===== config.mk =====
export PLATFORM = sky130hd
export DESIGN_NAME = tile_mem_arbiter
export DESIGN_NICKNAME = d
export VERILOG_FILES = /design/src/rtl/tile_arb_pkg.sv /design/src/rtl/tile_wr_buf.sv /design/src/rtl/tile_mem_arbiter.sv
export SDC_FILE = /design/constraint.sdc
export NUM_CORES = 1
export LEC_CHECK = 0
export CAP_MARGIN = 40
export CORE_MARGIN = 1.5
export CORE_UTILIZATION = 34
export CTS_BUF_LIST = sky130_fd_sc_hd__clkbuf_8
export DETAILED_ROUTE_END_ITERATION = 16
export PLACE_DENSITY = 0.87
export SETUP_SLACK_MARGIN = 0.05
export SLEW_MARGIN = 0
export SYNTH_ARGS = -nofsm -noshare
export SYNTH_HDL_FRONTEND = slang
export SYNTH_SLANG_ARGS = --single-unit

===== constraint.sdc =====
create_clock -name Clk -period 2.66 [get_ports Clk]
set_clock_uncertainty 0.1 [all_clocks]
set_input_delay 0.532 -clock Clk [delete_from_list [all_inputs] [get_ports Clk]]
set_output_delay 0.532 -clock Clk [all_outputs]
set_load 0.1 [all_outputs]

===== src/rtl/tile_arb_pkg.sv =====
// Shared types and default widths for the tile RAM arbiter.
package tile_arb_pkg;
   localparam int ADDR_W_DEF     = 14;
   localparam int DATA_W_DEF     = 8;
   localparam int STARVE_MAX_DEF = 255;

   typedef enum logic [1:0] {
      TAG_NONE = 2'd0,
      TAG_R    = 2'd1,
      TAG_G    = 2'd2
   } tag_e;
endpackage


===== src/rtl/tile_wr_buf.sv =====
// Single-entry write buffer: ready while empty, cleared when the arbiter drains it.
module tile_wr_buf
   import tile_arb_pkg::*;
#(
   parameter int ADDR_W = ADDR_W_DEF,
   parameter int DATA_W = DATA_W_DEF
) (
   input  logic              Clk,
   input  logic              Reset,
   input  logic              in_valid,
   input  logic [ADDR_W-1:0] in_addr,
   input  logic [DATA_W-1:0] in_data,
   output logic              in_ready,
   input  logic              drain,
   output logic              full,
   output logic [ADDR_W-1:0] buf_addr,
   output logic [DATA_W-1:0] buf_data
);
   logic              full_q, full_d;
   logic [ADDR_W-1:0] addr_q, addr_d;
   logic [DATA_W-1:0] data_q, data_d;

   // A draining entry keeps ready low, so a same-cycle offer waits one cycle.
   assign in_ready = ~full_q & ~Reset;

   always_comb begin
      full_d = full_q;
      addr_d = addr_q;
      data_d = data_q;
      if (drain) begin
         full_d = 1'b0;
      end else if (in_valid && in_ready) begin
         full_d = 1'b1;
         addr_d = in_addr;
         data_d = in_data;
      end
   end

   always_ff @(posedge Clk) begin
      if (Reset) begin
         full_q <= 1'b0;
         addr_q <= '0;
         data_q <= '0;
      end else begin
         full_q <= full_d;
         addr_q <= addr_d;
         data_q <= data_d;
      end
   end

   assign full     = full_q;
   assign buf_addr = addr_q;
   assign buf_data = data_q;
endmodule


===== src/rtl/tile_mem_arbiter.sv =====
// Tile RAM arbiter: renderer > starved game > buffered write > game on one single-port RAM.
// The write port exists only when TILE_ARB_WRITE_EN is defined.
module tile_mem_arbiter
   import tile_arb_pkg::*;
#(
   parameter int ADDR_W     = ADDR_W_DEF,
   parameter int DATA_W     = DATA_W_DEF,
   parameter int STARVE_MAX = STARVE_MAX_DEF
) (
   input  logic              Clk,
   input  logic              Reset,
   input  logic              r_req,
   input  logic [ADDR_W-1:0] r_addr,
   output logic [DATA_W-1:0] r_rdata,
   output logic              r_rvalid,
   input  logic              g_req,
   input  logic [ADDR_W-1:0] g_addr,
   output logic              g_gnt,
   output logic [DATA_W-1:0] g_rdata,
   output logic              g_rvalid,
   input  logic              w_valid,
   input  logic [ADDR_W-1:0] w_addr,
   input  logic [DATA_W-1:0] w_data,
   output logic              w_ready,
   input  logic              vblank,
   output logic [ADDR_W-1:0] mem_addr,
   output logic              mem_we,
   output logic [DATA_W-1:0] mem_wdata,
   input  logic [DATA_W-1:0] mem_rdata
);
   localparam int CNT_W = (STARVE_MAX < 1) ? 1 : $clog2(STARVE_MAX + 1);
   localparam logic [CNT_W-1:0] STARVE_LIM = CNT_W'(STARVE_MAX);

   logic              grant_r, grant_g, grant_w;
   logic              write_cand, g_starved;
   logic [ADDR_W-1:0] wb_addr;
   logic [DATA_W-1:0] wb_data;
   logic [CNT_W-1:0]  starve_cnt_q, starve_cnt_d;
   tag_e              tag_q, tag_d;
   logic              r_rvalid_q, r_rvalid_d, g_rvalid_q, g_rvalid_d;
   logic [DATA_W-1:0] r_rdata_q, r_rdata_d, g_rdata_q, g_rdata_d;

`ifdef TILE_ARB_WRITE_EN
   logic wb_full;

   tile_wr_buf #(.ADDR_W(ADDR_W), .DATA_W(DATA_W)) u_wr_buf (
      .Clk      (Clk),
      .Reset    (Reset),
      .in_valid (w_valid),
      .in_addr  (w_addr),
      .in_data  (w_data),
      .in_ready (w_ready),
      .drain    (grant_w),
      .full     (wb_full),
      .buf_addr (wb_addr),
      .buf_data (wb_data)
   );

   assign write_cand = wb_full & vblank;
`else
   logic unused_w;

   assign unused_w   = ^{w_valid, w_addr, w_data, vblank};
   assign w_ready    = 1'b0;
   assign write_cand = 1'b0;
   assign wb_addr    = '0;
   assign wb_data    = '0;
`endif

   assign g_starved = (starve_cnt_q >= STARVE_LIM);

   // A starved game request only outranks the write; the renderer always wins.
   always_comb begin
      grant_r = 1'b0;
      grant_g = 1'b0;
      grant_w = 1'b0;
      if (!Reset) begin
         if (r_req)                              grant_r = 1'b1;
         else if (write_cand && !(g_req && g_starved)) grant_w = 1'b1;
         else if (g_req)                         grant_g = 1'b1;
      end
   end

   always_comb begin
      mem_addr  = '0;
      mem_wdata = '0;
      tag_d     = TAG_NONE;
      if (grant_r) begin
         mem_addr = r_addr;
         tag_d    = TAG_R;
      end else if (grant_g) begin
         mem_addr = g_addr;
         tag_d    = TAG_G;
      end else if (grant_w) begin
         mem_addr  = wb_addr;
         mem_wdata = wb_data;
      end
   end

   assign mem_we = grant_w;
   assign g_gnt  = grant_g;

   always_comb begin
      r_rvalid_d   = (tag_q == TAG_R);
      g_rvalid_d   = (tag_q == TAG_G);
      r_rdata_d    = r_rvalid_d ? mem_rdata : r_rdata_q;
      g_rdata_d    = g_rvalid_d ? mem_rdata : g_rdata_q;
      starve_cnt_d = starve_cnt_q;
      if (grant_g)
         starve_cnt_d = '0;
      else if (g_req && (starve_cnt_q < STARVE_LIM))
         starve_cnt_d = starve_cnt_q + CNT_W'(1);
   end

   always_ff @(posedge Clk) begin
      if (Reset) begin
         tag_q        <= TAG_NONE;
         r_rvalid_q   <= 1'b0;
         g_rvalid_q   <= 1'b0;
         r_rdata_q    <= '0;
         g_rdata_q    <= '0;
         starve_cnt_q <= '0;
      end else begin
         tag_q        <= tag_d;
         r_rvalid_q   <= r_rvalid_d;
         g_rvalid_q   <= g_rvalid_d;
         r_rdata_q    <= r_rdata_d;
         g_rdata_q    <= g_rdata_d;
         starve_cnt_q <= starve_cnt_d;
      end
   end

   // Returns read as idle for the whole reset interval, including its first cycle.
   assign r_rvalid = r_rvalid_q & ~Reset;
   assign g_rvalid = g_rvalid_q & ~Reset;
   assign r_rdata  = Reset ? '0 : r_rdata_q;
   assign g_rdata  = Reset ? '0 : g_rdata_q;
endmodule


Word level (Yosys, flattened, before mapping)
Index checks and enable logic that the tools add are counted.
- register bits after elaboration: 20
- logic and storage cells: 23
- eq/ne operators: 2
- multiplexer cells: 11
- bitwise logic cells: 3
- reductions and logical operators: 1
- operators with widths (kind ; count):
    $mux W14 ; 2
    $mux W8 ; 2
    $mux W1 ; 6
    $and A1 B1 Y1 ; 2
    $eq A2 B1 Y1 const B ; 1
    $eq A2 B2 Y1 const B ; 1
    $mux W2 ; 1
    $reduce_or A2 Y1 ; 1
    $not A1 Y1 ; 1

Depth between registers and ports, before layout
- word-level depth: 5
- mapped depth: 4
- depth with buffers taken out: 2

Least setup slack after synthesis
OpenSTA, ideal clock, no wires.
- path type: input -> output
- start point: input g_req
- end point: output mem_addr[10]
- arrival: 2.371 ns
- setup slack: -0.343 ns
- stages: 4
- cells stage by stage: clkbuf_2 -> buf_6 -> nand3b_1 -> a21oi_1
- cells in the longest elaborated chain, start to end: 5
- RTL lines (what ; line ; RTL):
    start, declared ; tile_mem_arbiter.sv:16 ; input logic g_req,
    $mux W1 ; tile_mem_arbiter.sv:80 ; else if (g_req) grant_g = 1'b1;
    $mux W1 ; tile_mem_arbiter.sv:78 ; if (r_req) grant_r = 1'b1;
    $mux W1 ; tile_mem_arbiter.sv:77 ; if (!Reset) begin
    $mux W14 ; tile_mem_arbiter.sv:91 ; end else if (grant_g) begin
    $mux W14 ; tile_mem_arbiter.sv:88 ; if (grant_r) begin
    end, declared ; tile_mem_arbiter.sv:26 ; output logic [ADDR_W-1:0] mem_addr,
Every way passes these cells.

Worst setup path in the final report
- start point: input r_req
- end point: output mem_addr[4]
- cells in the longest elaborated chain, start to end: 4
- elaborated cells on any way between the ends: 6
- classes of those cells: mux (6)
- RTL lines (what ; line ; RTL):
    start, declared ; tile_mem_arbiter.sv:12 ; input logic r_req,
    $mux W1 ; tile_mem_arbiter.sv:78 ;
    $mux W1 ; tile_mem_arbiter.sv:77 ;
    $mux W14 ; tile_mem_arbiter.sv:91 ;
    $mux W14 * ; tile_mem_arbiter.sv:88 ;
Mark *: on every way between the ends. The rest lies on a longest branch, timed or not.

==> impl_metrics.yaml <==
outcome:
  status: "finished clean"
synth:
  synthArstFlopShare_pct: 0
  yosysSeqAreaShare_pct: 33.6
  synth_cells: 143
  synthesis.area_sq_um: 1190
  yosysMostFrequentCell: "nand2b_1"
  synthTopCellsByCount: "nand2b_1 (24), dfxtp_1 (20), inv_1 (16), mux2i_1 (16)"
  yosysTopAreaCellShare_pct: 33.6
  synth-seq-cells: 20
  yosys-top-cells-area: "dfxtp_1 (34%), mux2i_1 (13%), nand2b_1 (13%)"
  yosys_most_used_dff: "dfxtp_1"
  synth_area_per_cell_sq_um: 8.34
  synth_cell_type_count: 19
  yosys_warnings: 0
  synth_edf_count: 0
  synth_top_area_cell: "dfxtp_1"
drt:
  remaining_drc_errors: 0
  ant_nets: 0
  avgViaCountPerCell: 4.47
  dr.pass1.iters: 4
  vias: 1152
  wl_mm: 2.92
  drt-initial-drc-count: 51
  wire_per_inst_um: 11.3
clock_network:
  ctsHoldBuffers: 0
  clock_sinks: 20
  cts_setup_buffers: 0
  clkTransAtPathRegs_ns: 0.07
  cts_buffer_depth: 2
  clockRootBuffer: "clkbuf_8"
  h-tree-depth: 1
  cts-buffers-inserted: 3
  cts_resized: 0
  cts_tree: "built"
  clkLatencyLatePin_ns: 0.26
worst_setup_path:
  r2r_end: "g_rdata_q[7]"
  cp.required_ns: 2.03
  worstSetupEndpointType: "primary output"
  r2r_slack_ns: 1.58
  worstPathArrival_ns: 1.86
  crit_type: "in2out"
  startpoint_type: "primary input"
  r2r_start: "tag_q[0]"
  ff2ff_path_depth: 2
  path_max_fanout: 22
timing:
  worst_hold_slack_ns: 0.382
  fin_crit_ns: 2.49
  rsz0062_at_grt: "no"
  min_period_over_period_pct: 93.8
  max_freq_mhz: 401
  report.final.slew_viol_count: 0
  finalSetupViolCount: 0
  hold_violations: 0
finish:
  final_nets: 277
  final_core_util_pct: 68.4
  fin_area_sq_um: 2300
  drive_above_1_share_pct: 23.1
  diodes: 0
  areaGrowthSynthToFinish_pct: 92.9
  final_cells: 258
floorplan:
  floorplan.die_area_sq_um: 3870
  pin_count: 107
  dieWidth_um: 62.2
  rows: 21
  dieHeight_um: 62.2
  fp.coreArea_sq_um: 3360
  initial_core_util_pct: 35.5
global_routing:
  grt_first_pass_wirelength_mm: 5.05
  grt_pass1_vias: 1140
  grt_max_degree: 29
  track_usage_pct: 16.3
  antenna_found_initial: 0
  grt_overflow: 0
hold_path:
  min_from: "g_rdata_q[3]"
  whs_path_depth: 2
  hp-class: "reg2reg"
  min_to: "g_rdata_q[3]"
flow_run:
  drv_cap: 0
placed_design:
  dpl.cell_count: 254
  place_area_sq_um: 2240
  dp_hpwl_mm: 2.34
  gp_congestion: 0.733
  numPortBuffers: 72
power:
  vdd_drop_max_mv: 0.219
  powerDensity_nw_per_um2: 419
  power_mw: 0.963
  leakagePower_nw: 1.02
==> power by group <==
part	switching, mW	internal, mW	total [mW]	leakage (nW)
Clock	0.0946	0.132	0.226	0.0288
Sequential	0.00307	0.311	0.314	0.163
Combinational	0.268	0.155	0.423	0.830
Total	0.365	0.598	0.963	1.02
==> through the flow <==
step / setup WS (ns) / setup TNS [ns]
floorplan: -0.294 / -1.40
global placement: 0.213 / 0
detailed placement: 0.188 / 0
CTS: 0.169 / 0
global route: 0.0902 / 0
finish: 0.166 / 0
==> registers in the layout, indices dropped and copies added (netlist names) <==
| signal | flops |
|---|---|
| tag_q | 2 |
| g_rvalid_q | 1 |
| r_rdata_q | 8 |
| r_rvalid_q | 1 |
| g_rdata_q | 8 |
==> cell families after synthesis <==
logic type / count (synthesis) / share of synthesized area [%]
flops: 20 / 33.6
mux: 16 / 13.4
compound gates: 14 / 7.14
simple gates: 56 / 28.5
other cells: 1 / 0.314
buf+inv: 36 / 17.0
==> critical path, stage by stage <==
cell	delay (ns)
clkdlybuf4s50_1	0.45
buf_4	0.22
nand3b_1	0.17
a21oi_1	0.26
buf_12	0.21
==> layout by cell type, fill, tap and decap left out <==
cell type	n
and2_1	2
and2b_2	2
buf_12	33
clkdlybuf4s50_1	39
and2b_1	1
clkbuf_8	4
a21oi_2	6
buf_4	4
a21oi_1	5
nand3b_1	11
conb_1	10
dfxtp_1	20
inv_1	16
nor2_1	1
a32o_1	3
mux2i_1	16
nand2_1	11
nand2b_1	24
nor2b_1	4
==> worst max-delay path by stage <==
stage / start / end / slack, ns / cells after the start
floorplan: Reset / mem_addr[1] / -0.29 / 3
global placement: r_req / mem_addr[3] / 0.21 / 5
detailed placement: r_req / mem_addr[4] / 0.19 / 5
CTS: r_req / mem_addr[4] / 0.17 / 5
global route: r_req / mem_addr[2] / 0.09 / 5
finish: r_req / mem_addr[4] / 0.17 / 5
==> final cells by class <==
cell class	count	area (sq um)
clock buffer	4	55.1
tap	46	57.6
timing repair buffer	76	1080
sequential	20	400
inverter	16	60.1
fill	269	1060
multi-input combinational	96	646
==> metal layers <==
metal,up-vias,wire [um],GRT usage (%)
met1,523,1140,19.1
met2,51,1550,28.4
li1,572,-,-
met3,6,155,3.08
met4,0,75,8.33
met5,-,0,0
No activity file was read; power rests on OpenSTA's default activity.
==> edit 1: new RTL, config.mk and constraints unchanged <==
Re-encode `tag_e` (3 values) as one-hot, 3 bits wide.
--- a/src/rtl/tile_arb_pkg.sv
+++ b/src/rtl/tile_arb_pkg.sv
@@ -4,10 +4,10 @@
    localparam int DATA_W_DEF     = 8;
    localparam int STARVE_MAX_DEF = 255;
 
-   typedef enum logic [1:0] {
-      TAG_NONE = 2'd0,
-      TAG_R    = 2'd1,
-      TAG_G    = 2'd2
+   typedef enum logic [2:0] {
+      TAG_NONE = 3'b001,
+      TAG_R    = 3'b010,
+      TAG_G    = 3'b100
    } tag_e;
 endpackage
 
Formal check against the unedited RTL: same outputs for any inputs over 10 cycles, from zero or initial values and one cycle with Reset high; not proved beyond that.
==> edit 1 against the unedited design <==
Global-route usage barely moved. Sequential share of layout area rose by 0.37 points. Register-to-register slack got worse by 0.51 ns. Area after synthesis rose by 5.7%. Combinational power fell by 9.9%. Cell count rose by 2.3%. Worst setup slack improved by 0.016 ns. Final area rose by 2.8%. Count of clock-buffer cells in the layout fell by 1. Via count rose by 3.6%. Sequential cell count rose by 1. Routed wire length rose by 4.7%. Total power fell by 5.6%.
==> edit 1: results (changes against the unedited design) <==
[status]
outcome=finished, final reports clean

[worst_setup_path]
worst-path-max-fanout=14  ; -36%
critPathCapture=mem_addr[3]
crit_start=g_req
r2r_start=tag_q[2]$_SDFF_PP0_
max_stage_delay_ns=0.51  ; +0.06 ns
reg2reg_slack_ns=1.07  ; -0.51 ns

[placed_design]
place_congestion=0.663  ; -9.5%
pre_cts_ws_ns=0.174  ; -0.0137 ns
dp.final_hpwl_um=2330  ; -0.38%

[global_routing]
grt_max_degree=47  ; +62%
grt_usage=0.163  ; about the same
grt_pass1_wl_um=5410  ; +7.1%
first_global_vias=1224  ; +7.4%
antenna_found_initial=0  ; unchanged

[yosys]
yosysUniqueCellTypes=18  ; -1
yosysSeqAreaShare=0.334  ; -0.00212
synth_commonest_cells=nand2b_1, dfxtp_1, inv_1, mux2i_1

[detailed_routing]
wl_per_cell_um=11.6  ; +2.3%
vias_per_cell=4.52  ; +1.2%

[finish]
fin_cells=264  ; +2.3%
layout-drive-gt1-share=0.220  ; -0.0109

[power_and_ir_drop]
p_int_uw=569  ; -4.9%
worst_ir_drop_vdd_mv=0.248  ; +13%

[min_path]
hold_end=g_rdata_q[1]$_SDFFE_PP0P_

[clock_network]
cts_max_level=1  ; unchanged

[edit 1: cell families after synthesis]
group | share of synthesized area
AND/OR/NAND/NOR | 0.305
buffers and inverters | 0.170
AO/OA/AOI/OAI | 0.0616
multiplexers | 0.127
other | 0.00298
flip-flops | 0.334
[edit 1: area by class of cell]
type	instances	area, sq um
fill	261	1080
tap	46	57.6
multi-input combinational	102	682
sequential	21	420
timing repair buffer	75	1100
clock inverter	1	5.00
clock buffer	3	41.3
inverter	16	60.1
[edit 1: critical path: cells and delay by family]
kind            cells  cell delay, ns
compound gates      1            0.27
buf+inv             3            0.94
simple gates        1            0.10
[edit 1: power groups by stage]
stage	combinational (uW)	clock, uW	sequential [uW]
floorplan	253	0	333
global placement	378	0	333
detailed placement	382	0	334
CTS	383	208	327
global route	397	223	328
finish	381	201	327
[edit 1: per-stage QoR]
| stage | setup TNS (ns) | cell area (sq um) | util | power, uW |
|---|---|---|---|---|
| after CTS | 0 | 2360 | 0.687 | 917 |
| after detailed placement | 0 | 2320 | 0.674 | 716 |
| after global placement | 0 | 2320 | 0.674 | 712 |
| after floorplan | -4.06 | 1320 | - | 586 |
| after global routing | 0 | 2360 | 0.687 | 948 |
| final | 0 | 2360 | 0.687 | 909 |
[edit 1: metal layers]
metal  share of wire  GRT usage  up-vias
li1                -          -      596
met1            0.39      0.185      532
met2            0.51      0.283       55
met3           0.066     0.0387       10
met4           0.036     0.0842        0
met5               0          0        -
==> edit 2: new RTL, same settings <==
Made on the original files. The option `TILE_ARB_WRITE_EN` is turned on by a define.
--- a/src/rtl/tile_mem_arbiter.sv
+++ b/src/rtl/tile_mem_arbiter.sv
@@ -1,5 +1,7 @@
 // Tile RAM arbiter: renderer > starved game > buffered write > game on one single-port RAM.
 // The write port exists only when TILE_ARB_WRITE_EN is defined.
+`define TILE_ARB_WRITE_EN
+
 module tile_mem_arbiter
    import tile_arb_pkg::*;
 #(
Function: changed (Yosys sat finds a counterexample within 4 cycles, from zero or initial values and one cycle with Reset high).
==> edit 2 against the unedited design <==
First-iteration DRC count increased by 41%. Cell count increased by 83%. Routed wire length increased to 2.8 times the old value. Register-to-register slack got worse by 0.64 ns. Worst setup slack got worse by 0.093 ns. Sequential cell count increased by 31. Combinational power increased by 54%. Global-route usage increased by 5.3 points. Total power increased by 120%. Sequential power increased to 2.6 times the old value. Area after synthesis increased by 110%. Fmax decreased by 3.6%. Final area increased by 100%.
==> edit 2: results (changes against the unedited design) <==
[yosys]
yosys.area_share.adder=0.00509  ; +0.00509
synth_mux_area_frac=0.0682  ; -0.0661
synth_commonest_cells=dfxtp_1, nor2b_1, nor2_1
yosysSeqAreaShare=0.415  ; +0.0795
yosysUniqueCellTypes=39  ; +20
synth_area_per_cell_sq_um=9.95  ; +19%
synth_nets=312
synth-xor-area-share=0.0178  ; +0.0178
netlist_top_cells_area=dfxtp_1, nor2b_1, mux2_2
synth_compound_area_frac=0.186  ; +0.115

[power_and_ir_drop]
p_leak_uw=0.00178  ; +74%
worst_ir_drop_vdd_mv=0.329  ; +50%
clk-power_uw=635  ; +180%
comb_power_share=0.309  ; -0.130
pwr-share-clk=0.301  ; +0.066
p_int_uw=1480  ; +150%

[finish]
final_area_sq_mm=0.00469  ; +100%
sh_seq_area=0.219  ; +0.0452
seq_cells=51  ; +160%
nets=441  ; +59%
multi_input_gates=172  ; +79%
fillers=519  ; +93%
nNonClkBuffers=144  ; +89%
areaGrowthSynthToFinish_pct=90.9
clk_share=0.0291  ; +0.00511
buffer_area_frac=0.396  ; -0.0740
inverters=2  ; -14
fin_cells=473  ; +83%
layout-drive-gt1-share=0.435  ; +0.204
multi_input_area_sq_mm=0.00154  ; +140%

[placed_design]
postPlaceCellArea_sq_mm=0.00424  ; +89%
dpl.cell_count=450  ; +77%
dp.final_hpwl_um=5690  ; +140%
place_congestion=0.923  ; +26%
pre_cts_ws_ns=-0.199  ; -0.386 ns
io_buffers=106  ; +47%

[clock_network]
cts_max_level=2  ; +1
path_clk_slew_ns=0.09  ; +0.02 ns
cts_buffers=5  ; +2
clkLatencyLatePin_ns=0.30  ; +0.04 ns

[global_routing]
antenna_found_initial=0  ; unchanged
grt_pass1_wl_um=13000  ; +160%
grt_max_degree=47  ; +62%
first_global_vias=2565  ; +130%
grt_usage=0.216  ; +0.0529

[worst_setup_path]
cp_slowest_cell=dlygate4sd2_1
worstPathArrival_ns=1.96  ; +0.10 ns
max_stage_delay_ns=0.29  ; -0.16 ns
worst-path-max-fanout=6  ; -73%

[detailed_routing]
routed_wirelength_um=8050  ; +180%
vias_per_cell=5.15  ; +15%
drtIter0Drc=72  ; +41%

[status]
outcome=finished, final reports clean

[edit 2: changes by cell type in the layout (fill, tap and decap cells not counted), moves of 10 or more]
| cell | delta |
|---|---|
| a221o_2 | +14 |
| buf_12 | +13 |
| buf_4 | +21 |
| clkdlybuf4s50_1 | +20 |
| conb_1 | -10 |
| dfxtp_1 | +24 |
| inv_1 | -14 |
| mux2_2 | +14 |
| mux2i_1 | -15 |
| nand2b_1 | -14 |
| nand3b_1 | -11 |
| nor2b_1 | +27 |
| o22a_1 | +16 |
[edit 2: metal layers]
metal / part of all wire / vias to the layer above / track usage
met3: 0.056 / 12 / 0.0358
met2: 0.53 / 88 / 0.403
met1: 0.39 / 1185 / 0.251
li1: - / 1150 / -
met5: 0 / - / 0
met4: 0.016 / 0 / 0.0653
[edit 2: cell families (layout without fill, tap and decap cells)]
family	after synthesis	after routing
and+or+nand+nor	102	102
adders and majority gates	1	1
xor gates and xnor gates	5	5
AOI/OAI and AO/OA	49	49
DFF	51	51
muxes	15	15
buffers and inverters	24	154
[edit 2: worst paths after layout]
check                                                        from  slack, ns                                 to  cells past startpoint
worst max-delay path                                        r_req       0.07                        mem_addr[0]                      7
worst min-delay path            u_wr_buf.buf_data[6]$_SDFFE_PP0P_       0.43  u_wr_buf.buf_data[6]$_SDFFE_PP0P_                      2
worst max register to register       starve_cnt_q[4]$_SDFFE_PP0P_       0.94       starve_cnt_q[4]$_SDFFE_PP0P_                      7
worst min register to register  u_wr_buf.buf_data[6]$_SDFFE_PP0P_       0.43  u_wr_buf.buf_data[6]$_SDFFE_PP0P_                      2
[edit 2: timing repair]
action,in CTS,in global routing
setup endpoints to repair,24,15
resized for setup,38,11
hold buffers,0,0
pin swaps,19,6
buffers inserted,8,4
cloned,3,0
